**src/rtl/riscv_pipe_pkg.sv**
```systemverilog
`default_nettype none
// ============================================================================
// Module      : riscv_pipe_pkg
// Description : Shared definitions for the RV32I 5-stage pipeline: datapath
//               width defaults, ALUControl encodings, the decoded control
//               bundle carried between stages and the all-zero bubble value.
// Revision    : 1.0 - initial release
// ============================================================================
package riscv_pipe_pkg;

    localparam int c_XLEN   = 32;
    localparam int c_REG_AW = 5;
    localparam int c_CNT_W  = 32;

    // ALUControl encodings produced by control_unit_top
    typedef enum logic [2:0] {
        ALU_ADD = 3'b000,
        ALU_SUB = 3'b001,
        ALU_AND = 3'b010,
        ALU_OR  = 3'b011,
        ALU_SLT = 3'b101
    } alu_ctrl_t;

    // Decoded control bits travelling down the pipe with an instruction
    typedef struct packed {
        logic       reg_write;
        logic       mem_write;
        logic       result_src;
        logic       alu_src;
        logic       branch;
        logic [2:0] alu_ctrl;
    } ctrl_bundle_t;

    // A bubble carries no side effects: every control bit cleared
    localparam ctrl_bundle_t c_BUBBLE = '0;

    // Squash the control bits of an instruction that is not real
    function automatic ctrl_bundle_t gate_ctrl(input ctrl_bundle_t ctrl,
                                               input logic         valid);
        return valid ? ctrl : c_BUBBLE;
    endfunction

endpackage
`default_nettype wire

```
**src/rtl/load_use_detector.sv**
```systemverilog
`default_nettype none
// ============================================================================
// Module      : load_use_detector
// Description : Combinational load-use hazard detection. Flags when the
//               instruction in Execute is a real load writing a non-x0
//               register that the real instruction in Decode reads.
// Ports       : valid_e/result_src_e/reg_write_e/rd_e - Execute-stage state
//               valid_d/rs1_d/rs2_d                   - Decode-stage sources
//               load_use                              - hazard present
// Revision    : 1.0 - initial release
// ============================================================================
module load_use_detector #(
    parameter int REG_AW = 5
) (
    input  logic              valid_e,
    input  logic              result_src_e,
    input  logic              reg_write_e,
    input  logic [REG_AW-1:0] rd_e,
    input  logic              valid_d,
    input  logic [REG_AW-1:0] rs1_d,
    input  logic [REG_AW-1:0] rs2_d,
    output logic              load_use
);

    logic w_is_load_e;
    logic w_src_match;

    // x0 is hardwired to zero, so a load targeting it never creates a hazard
    assign w_is_load_e = valid_e & result_src_e & reg_write_e & (rd_e != '0);
    assign w_src_match = (rs1_d == rd_e) | (rs2_d == rd_e);
    assign load_use    = w_is_load_e & valid_d & w_src_match;

endmodule
`default_nettype wire

```
**src/rtl/id_ex_stage_reg.sv**
```systemverilog
`default_nettype none
// ============================================================================
// Module      : id_ex_stage_reg
// Description : ID/EX pipeline register. Registers Decode control and data
//               for Execute, inserts a one-cycle bubble (and stalls PC and
//               IF/ID) on a load-use hazard, honours branch flush from EX and
//               freezes completely under a data-memory stall.
//               Optional macro ID_EX_PERF_CNT_EN adds saturating bubble and
//               flush counters; without it the counter ports read zero.
// Ports       : clk, rst (async, active high)
//               *_d        - Decode-stage control / data inputs
//               flush_e    - branch taken in EX
//               mem_stall  - data memory not ready, hold everything
//               stall_f/d  - hold PC / IF-ID register
//               *_e        - registered Execute-stage outputs
//               bubble_cnt, flush_cnt - performance counters
// Revision    : 1.0 - initial release
// ============================================================================
module id_ex_stage_reg
    import riscv_pipe_pkg::*;
#(
    parameter int XLEN   = c_XLEN,
    parameter int REG_AW = c_REG_AW,
    parameter int CNT_W  = c_CNT_W
) (
    input  logic              clk,
    input  logic              rst,
    input  logic              valid_d,
    input  logic              reg_write_d,
    input  logic              mem_write_d,
    input  logic              result_src_d,
    input  logic              alu_src_d,
    input  logic              branch_d,
    input  logic [2:0]        alu_ctrl_d,
    input  logic [XLEN-1:0]   rd1_d,
    input  logic [XLEN-1:0]   rd2_d,
    input  logic [XLEN-1:0]   imm_ext_d,
    input  logic [XLEN-1:0]   pc_d,
    input  logic [XLEN-1:0]   pc_plus4_d,
    input  logic [REG_AW-1:0] rs1_d,
    input  logic [REG_AW-1:0] rs2_d,
    input  logic [REG_AW-1:0] rd_d,
    input  logic              flush_e,
    input  logic              mem_stall,
    output logic              stall_f,
    output logic              stall_d,
    output logic              valid_e,
    output logic              reg_write_e,
    output logic              mem_write_e,
    output logic              result_src_e,
    output logic              alu_src_e,
    output logic              branch_e,
    output logic [2:0]        alu_ctrl_e,
    output logic [XLEN-1:0]   rd1_e,
    output logic [XLEN-1:0]   rd2_e,
    output logic [XLEN-1:0]   imm_ext_e,
    output logic [XLEN-1:0]   pc_e,
    output logic [XLEN-1:0]   pc_plus4_e,
    output logic [REG_AW-1:0] rs1_e,
    output logic [REG_AW-1:0] rs2_e,
    output logic [REG_AW-1:0] rd_e,
    output logic [CNT_W-1:0]  bubble_cnt,
    output logic [CNT_W-1:0]  flush_cnt
);

    ctrl_bundle_t      w_ctrl_d;
    logic              w_load_use;
    logic              w_stall;

    logic              r_valid_e;
    ctrl_bundle_t      r_ctrl_e;
    logic [XLEN-1:0]   r_rd1_e;
    logic [XLEN-1:0]   r_rd2_e;
    logic [XLEN-1:0]   r_imm_ext_e;
    logic [XLEN-1:0]   r_pc_e;
    logic [XLEN-1:0]   r_pc_plus4_e;
    logic [REG_AW-1:0] r_rs1_e;
    logic [REG_AW-1:0] r_rs2_e;
    logic [REG_AW-1:0] r_rd_e;

    assign w_ctrl_d = '{reg_write:  reg_write_d,
                        mem_write:  mem_write_d,
                        result_src: result_src_d,
                        alu_src:    alu_src_d,
                        branch:     branch_d,
                        alu_ctrl:   alu_ctrl_d};

    load_use_detector #(
        .REG_AW(REG_AW)
    ) u_load_use_detector (
        .valid_e      (r_valid_e),
        .result_src_e (r_ctrl_e.result_src),
        .reg_write_e  (r_ctrl_e.reg_write),
        .rd_e         (r_rd_e),
        .valid_d      (valid_d),
        .rs1_d        (rs1_d),
        .rs2_d        (rs2_d),
        .load_use     (w_load_use)
    );

    // A flush already discards Decode and a memory stall freezes the whole
    // pipe, so in both cases the front end must not be held by the hazard.
    assign w_stall = w_load_use & ~flush_e & ~mem_stall;
    assign stall_f = w_stall;
    assign stall_d = w_stall;

    // Priority: memory stall (hold) > flush (bubble) > load-use (bubble) >
    // capture. Under a hold the flush is dropped; EX re-asserts it later.
    always_ff @(posedge clk or posedge rst) begin
        if (rst) begin
            r_valid_e    <= 1'b0;
            r_ctrl_e     <= c_BUBBLE;
            r_rd1_e      <= '0;
            r_rd2_e      <= '0;
            r_imm_ext_e  <= '0;
            r_pc_e       <= '0;
            r_pc_plus4_e <= '0;
            r_rs1_e      <= '0;
            r_rs2_e      <= '0;
            r_rd_e       <= '0;
        end else if (mem_stall) begin
            r_valid_e    <= r_valid_e;
        end else if (flush_e || w_load_use) begin
            r_valid_e    <= 1'b0;
            r_ctrl_e     <= c_BUBBLE;
            r_rd1_e      <= '0;
            r_rd2_e      <= '0;
            r_imm_ext_e  <= '0;
            r_pc_e       <= '0;
            r_pc_plus4_e <= '0;
            r_rs1_e      <= '0;
            r_rs2_e      <= '0;
            r_rd_e       <= '0;
        end else begin
            r_valid_e    <= valid_d;
            r_ctrl_e     <= gate_ctrl(w_ctrl_d, valid_d);
            r_rd1_e      <= rd1_d;
            r_rd2_e      <= rd2_d;
            r_imm_ext_e  <= imm_ext_d;
            r_pc_e       <= pc_d;
            r_pc_plus4_e <= pc_plus4_d;
            r_rs1_e      <= rs1_d;
            r_rs2_e      <= rs2_d;
            r_rd_e       <= rd_d;
        end
    end

    assign valid_e      = r_valid_e;
    assign reg_write_e  = r_ctrl_e.reg_write;
    assign mem_write_e  = r_ctrl_e.mem_write;
    assign result_src_e = r_ctrl_e.result_src;
    assign alu_src_e    = r_ctrl_e.alu_src;
    assign branch_e     = r_ctrl_e.branch;
    assign alu_ctrl_e   = r_ctrl_e.alu_ctrl;
    assign rd1_e        = r_rd1_e;
    assign rd2_e        = r_rd2_e;
    assign imm_ext_e    = r_imm_ext_e;
    assign pc_e         = r_pc_e;
    assign pc_plus4_e   = r_pc_plus4_e;
    assign rs1_e        = r_rs1_e;
    assign rs2_e        = r_rs2_e;
    assign rd_e         = r_rd_e;

`ifdef ID_EX_PERF_CNT_EN
    logic [CNT_W-1:0] r_bubble_cnt;
    logic [CNT_W-1:0] r_flush_cnt;

    // Counters follow the same priority as the E registers: nothing counts
    // while memory stalls, and a flush masks a coincident load-use.
    always_ff @(posedge clk or posedge rst) begin
        if (rst) begin
            r_bubble_cnt <= '0;
            r_flush_cnt  <= '0;
        end else begin
            if (!mem_stall && flush_e && !(&r_flush_cnt)) begin
                r_flush_cnt <= r_flush_cnt + 1'b1;
            end
            if (w_stall && !(&r_bubble_cnt)) begin
                r_bubble_cnt <= r_bubble_cnt + 1'b1;
            end
        end
    end

    assign bubble_cnt = r_bubble_cnt;
    assign flush_cnt  = r_flush_cnt;
`else
    assign bubble_cnt = '0;
    assign flush_cnt  = '0;
`endif

endmodule
`default_nettype wire
```
**config.mk**
```make
export PLATFORM = sky130hd
export DESIGN_NAME = id_ex_stage_reg
export DESIGN_NICKNAME = d
export VERILOG_FILES = /design/src/rtl/riscv_pipe_pkg.sv /design/src/rtl/load_use_detector.sv /design/src/rtl/id_ex_stage_reg.sv
export SDC_FILE = /design/constraint.sdc
export NUM_CORES = 1
export LEC_CHECK = 0
export CORE_AREA = 2 2 169 171
export DETAILED_ROUTE_END_ITERATION = 10
export DIE_AREA = 0 0 171 173
export PLACE_DENSITY_LB_ADDON = 0.2
export SETUP_SLACK_MARGIN = 0.4
export SLEW_MARGIN = 20
export SYNTH_ARGS = -nofsm -noshare
export SYNTH_HDL_FRONTEND = slang
export SYNTH_HIERARCHICAL = 1
export SYNTH_SLANG_ARGS = --single-unit
```
**constraint.sdc**
```tcl
create_clock -name clk -period 9.2 [get_ports clk]
set_input_delay 1.84 -clock clk [delete_from_list [all_inputs] [get_ports clk]]
set_output_delay 1.84 -clock clk [all_outputs]
set_load 0.005 [all_outputs]
```
==> impl_metrics.yaml, run 1 <==
routing:
  wl_um: 26200
  firstDrtPassIters: 4
  drcViolationCount: 0
  vias_per_cell: 4.31
  drtAntennaViolNets: 0
  wl_per_cell_um: 16.4
  dr_total_vias: 6905
  drtIter0Drc: 461
final_layout:
  stdcell_area_mm2: 0.0131
  drive_gt1_share_pct: 15.0
  syn2layout_area_growth_pct: 45.3
  diodes: 0
  stdcell_count: 1602
  final_nets: 1399
clock_network:
  postCtsSetupRepairBufs: 0
  hold_buffers: 0
  htree_levels: 4
  clkLatencyLatePin_ps: 430
  cts_inserted_buffers: 17
  cts_tree: "yes"
  cts_num_sinks: 184
  cts_buffer_depth: 2
  post_cts_resized: 0
  cts-root-buf: "clkbuf_16"
  clk_pin_slew_ps: 70
worst_setup_path:
  start_kind: "input pin"
  crit_arrival_ps: 4160
  required_ps: 7360
  crit_type: "in2out"
  crit_path_max_fanout: 3
  critPathCaptureType: "primary output"
yosys:
  syn_area_mm2: 0.00904
  yosys_warnings: 6
  yosysSeqAreaShare_pct: 50.9
  ys_seq_elements: 184
  synthTopCellsByArea: "dfrtp_1 51%, o21ai_2 14%, nand2b_1 12%, nand2_1 7.4%, buf_4 5.6%"
  yosysMostFrequentCell: "dfrtp_1"
  synthTopCellsByCount: "184 x dfrtp_1, 177 x nand2_1, 175 x nand2b_1"
  synth.avg_cell_area_um2: 10.3
  synth_top_flop_cell: "dfrtp_1"
  yosys.area.top_type_share_pct: 50.9
  synth_edf_count: 0
  async_flop_share_pct: 100
  yosysTopAreaCell: "dfrtp_1"
  ys_types: 26
  syn_inst: 876
floorplan:
  fp.coreArea_mm2: 0.0276
  initial_core_util_pct: 32.7
  die_w_um: 171
  die_area_mm2: 0.0296
  num_rows: 61
  pin_count: 438
  die_h_um: 173
sta:
  skew_ps: 17.3
  hold_viol: 0
  finalSetupViolCount: 0
  finalCriticalPeriod_ps: 6000
  maxSlewHeadroom_pct: 33.4
  timing.fmax_mhz: 167
  finalCritPeriodShare_pct: 65.2
  worstMarginPinSlew_ps: 999
  rsz0062_at_grt: "false"
  setup_ws_ps: 3200
  maxSlewViolCount: 0
  tns_ps: 0
global_routing:
  grtUsageTotal_pct: 17.5
  grt_pass1_wl_um: 40200
  antenna_found_initial: 0
  grt-ovfl-total: 0
  grt_pass1_vias: 6738
  grt_max_degree: 155
flow_run:
  cap_viol_max_count: 0
placed_design:
  place.gp.congestion: 0.780
  dp_slack_ps: 3240
  post-place-cells: 1570
  placed_area_mm2: 0.0126
  port_buffers: 373
  dpl.hpwl_um: 18300
pwr:
  power_density_mw_per_mm2: 155
  switchingPower_uw: 563
  p_int_uw: 1470
  swShare_pct: 27.7
  combPwrFrac_pct: 19.5
  vdd_drop_max_mv: 0.107
  finalPower_uw: 2030
  seq_power_share_pct: 44.7
  power.share.clock_pct: 35.8
  power_leakage_uw: 0.00554
outcome:
  run_status: "complete, no violations"
min_path:
  hp-class: "reg2reg"
## registers in the layout, summed over array words and instances, names as in the netlist, 3 cells and up
register and count:
alu_ctrl_e 3, imm_ext_e 32, pc_e 32, pc_plus4_e 32
rd1_e 32, rd2_e 32, rd_e 5, rs1_e 5
rs2_e 5
## worst paths after layout
check / from / endpoint / slack (ps) / cells after the start
max: rs1_d[0] / stall_f / 3200 / 7
min: rd1_e[15]$_DFFE_PP0N_ / rd1_e[15]$_DFFE_PP0N_ / 480 / 2
max reg2reg: rd_e[0]$_DFFE_PP0N_ / pc_e[9]$_DFFE_PP0N_ / 5520 / 7
min reg2reg: rd1_e[15]$_DFFE_PP0N_ / rd1_e[15]$_DFFE_PP0N_ / 480 / 2
max in group asynchronous: rst / rd1_e[5]$_DFFE_PP0N_ / 5800 / 3
min in group asynchronous: rst / pc_plus4_e[19]$_DFFE_PP0N_ / 1940 / 2
## power by group through the flow
stage               sequential (uW)  clock [uW]  combinational, uW
CTS                             908         754                405
global route                    916         782                434
detailed placement              922           0                403
finish                          907         727                397
global placement                921           0                402
floorplan                       924           0                182
## metal layers
| metal | global-route usage [%] | routed length, um | vias to the layer above |
|---|---|---|---|
| met1 | 21.7 | 10800 | 3222 |
| met5 | 0 | 0 | - |
| met4 | 4.13 | 348 | 0 |
| met2 | 28.9 | 12600 | 283 |
| met3 | 6.66 | 2510 | 17 |
| li1 | - | - | 3383 |
## per-stage QoR
| stage | hold slack (ps) | util, % |
|---|---|---|
| 5_1_grt | 499 | 47.5 |
| 3_5_place_dp | 466 | 45.5 |
| 2_1_floorplan | 475 | - |
| 3_3_place_gp | 463 | 45.5 |
| 6_report | 480 | 47.5 |
| 4_1_cts | 484 | 47.5 |
## cell families (layout without fill, tap and decap cells)
group / after synthesis / count (layout) / synth area share (%)
AOI/OAI and AO/OA: 184 / 184 / 16.4
xor gates and xnor gates: 10 / 10 / 0.969
buffers and inverters: 127 / 412 / 10.9
DFF: 184 / 184 / 50.9
muxes: 1 / 1 / 0.125
other: 1 / 64 / 0.0415
and+or+nand+nor: 369 / 369 / 20.6
## placed cells by master (no fill, tap or decap), types with 6 or more instances in the layout
cell type        count
conb_1              64
clkdlybuf4s50_1    372
nand2_1            177
xor2_1               6
clkbuf_16           17
a22o_1               7
buf_4                6
nor2b_1              7
o21ai_0             35
nand2b_1           175
dfrtp_1            184
o21ai_2            140
## cell type report
cell class | count | area (um2)
Inverter | 1 | 11.3
Multi-Input combinational cell | 628 | 3690
Tap cell | 378 | 473
Sequential cell | 184 | 4600
Clock buffer | 18 | 439
Fill cell | 2665 | 14500
Timing Repair Buffer | 379 | 3780
Clock inverter | 14 | 130
## critical path, cell delays in order
cell and delay (ps):
clkdlybuf4s50_1 450, xor2_1 180, nor3_1 180, nand3_1 180
a221oi_2 430, nor3b_1 320, clkdlybuf4s50_1 580
(Power assumes the default switching activity.)
==> run 2, diff against run 1 <==
==> constraint.sdc (replaced) <==
create_clock -name clk -period 6.05 [get_ports clk]
set_input_delay 1.21 -clock clk [delete_from_list [all_inputs] [get_ports clk]]
set_output_delay 1.21 -clock clk [all_outputs]
set_load 0.005 [all_outputs]
==> run 2 against run 1 <==
  * Sequential cell count is the same
  * Sequential power grew 52%
  * Worst setup slack lost 1800 ps
  * Final cell count grew 0.19%
  * Critical endpoint unchanged
  * Combinational power grew 52%
  * Total power grew 50%
  * Die area is the same
  * First-iteration DRC count shrank 15%
  * Wire length shrank 4.5%
  * Non-clock buffer count grew 3
  * Clock-buffer cell count grew 3
==> impl_metrics.yaml, run 2 (synthesis results as in run 1) <==
clock_network:
  clkLatencyLatePin_ps: 440
  cts_num_sinks: 184
  clk_pin_slew_ps: 70
  cts_buffer_depth: 2
  post_cts_resized: 0
  cts_tree: "yes"
  cts-root-buf: "clkbuf_16"
  hold_buffers: 0
  htree_levels: 4
  postCtsSetupRepairBufs: 0
  cts_inserted_buffers: 17
routing:
  wl_per_cell_um: 15.6
  drtIter0Drc: 394
  drcViolationCount: 0
  drtAntennaViolNets: 0
  wl_um: 25000
  firstDrtPassIters: 4
  dr_total_vias: 6807
  vias_per_cell: 4.24
sta:
  maxSlewHeadroom_pct: 29.4
  finalCriticalPeriod_ps: 4620
  worstMarginPinSlew_ps: 1060
  hold_slack_ps: 479
  timing.fmax_mhz: 217
  finalCritPeriodShare_pct: 76.3
  maxSlewViolCount: 0
  skew_ps: 13.0
  finalSetupViolCount: 0
  tns_ps: 0
  rsz0062_at_grt: "false"
  hold_viol: 0
global_routing:
  grt_pass1_wl_um: 38700
  grtUsageTotal_pct: 16.8
  grt_pass1_vias: 6783
  grt_max_degree: 139
  antenna_found_initial: 0
  grt-ovfl-total: 0
placed_design:
  place.gp.congestion: 0.766
  dpl.hpwl_um: 17600
  port_buffers: 373
floorplan:
  pin_count: 438
  initial_core_util_pct: 32.7
  die_area_mm2: 0.0296
  die_h_um: 173
  die_w_um: 171
  num_rows: 61
  fp.coreArea_mm2: 0.0276
flow_run:
  cap_viol_max_count: 0
pwr:
  power_leakage_uw: 0.00554
  combPwrFrac_pct: 19.8
  swShare_pct: 27.0
  seq_power_share_pct: 45.2
  power_density_mw_per_mm2: 232
  switchingPower_uw: 825
  finalPower_uw: 3050
  p_int_uw: 2230
  power.share.clock_pct: 35.0
  vdd_drop_max_mv: 0.136
worst_setup_path:
  required_ps: 4840
  critPathCaptureType: "primary output"
  crit_path_max_fanout: 3
  crit_type: "in2out"
  start_kind: "input pin"
  crit_arrival_ps: 3410
  r2r_cells: 7
min_path:
  worstHoldPathCells: 2
  hp-class: "reg2reg"
outcome:
  run_status: "complete, no violations"
final_layout:
  final_cell_mix: "372 x clkdlybuf4s50_1, 184 x dfrtp_1, 177 x nand2_1, 175 x nand2b_1, 140 x o21ai_2"
  final_nets: 1402
  drive_gt1_share_pct: 15.0
  diodes: 0
  layout_commonest_cell: "clkdlybuf4s50_1"
  syn2layout_area_growth_pct: 45.6
[run 2: cell count changes in the layout (fill, tap and decap cells not counted)]
cell,change
inv_6,-1
clkbuf_1,+3
clkinv_4,-1
clkinv_2,-1
clkinv_8,-1
buf_12,+3
clkinvlp_4,+4
inv_8,-3
[run 2: worst paths after layout]
| kind | start | endpoint | slack [ps] |
|---|---|---|---|
| hold / removal | rd2_e[3]$_DFFE_PP0N_ | rd2_e[3]$_DFFE_PP0N_ | 480 |
| min in group asynchronous | rst | imm_ext_e[17]$_DFFE_PP0N_ | 1200 |
| setup / recovery | rs1_d[0] | stall_f | 1430 |
| hold reg to reg | rd2_e[3]$_DFFE_PP0N_ | rd2_e[3]$_DFFE_PP0N_ | 480 |
| setup reg to reg | rd_e[0]$_DFFE_PP0N_ | rd2_e[10]$_DFFE_PP0N_ | 3250 |
| max in group asynchronous | rst | rd1_e[5]$_DFFE_PP0N_ | 3770 |
[run 2: final cells by class]
class | instances | area (um2)
fill | 2644 | 14500
sequential | 184 | 4600
timing repair buffer | 382 | 3840
multi-input combinational | 628 | 3690
tap | 378 | 473
clock buffer | 21 | 450
clock inverter | 11 | 91.3
inverter | 1 | 7.51
[run 2: routing by layer]
metal	up-vias	GRT usage (%)	share of wire, %
li1	3391	-	-
met1	3118	20.1	41
met2	279	26.9	46
met3	19	7.80	11
met4	0	4.80	1.5
met5	-	0	0
[run 2: metrics by stage]
step / area [um2] / util (%) / instances / setup slack [ps]
floorplan: 9280 / - / 939 / 2440
global placement: 12600 / 45.7 / 1573 / 1390
detailed placement: 12600 / 45.7 / 1573 / 1390
CTS: 13200 / 47.6 / 1605 / 1380
global route: 13200 / 47.6 / 1605 / 1320
finish: 13200 / 47.6 / 1605 / 1430
[run 2: worst max-delay path, cell delays in order]
cell and delay, ps:
clkdlybuf4s50_1 450, xor2_1 170, nor3_1 170, nand3_1 140, a221oi_2 410, nor3b_1 300
clkdlybuf4s50_1 560
[run 2: power by group through the flow]
stage / registers [uW] / clock network (uW) / logic [uW]
detailed placement: 1400 / 0 / 613
CTS: 1380 / 1110 / 615
finish: 1380 / 1070 / 603
global placement: 1400 / 0 / 611
global route: 1390 / 1150 / 661
floorplan: 1410 / 0 / 277
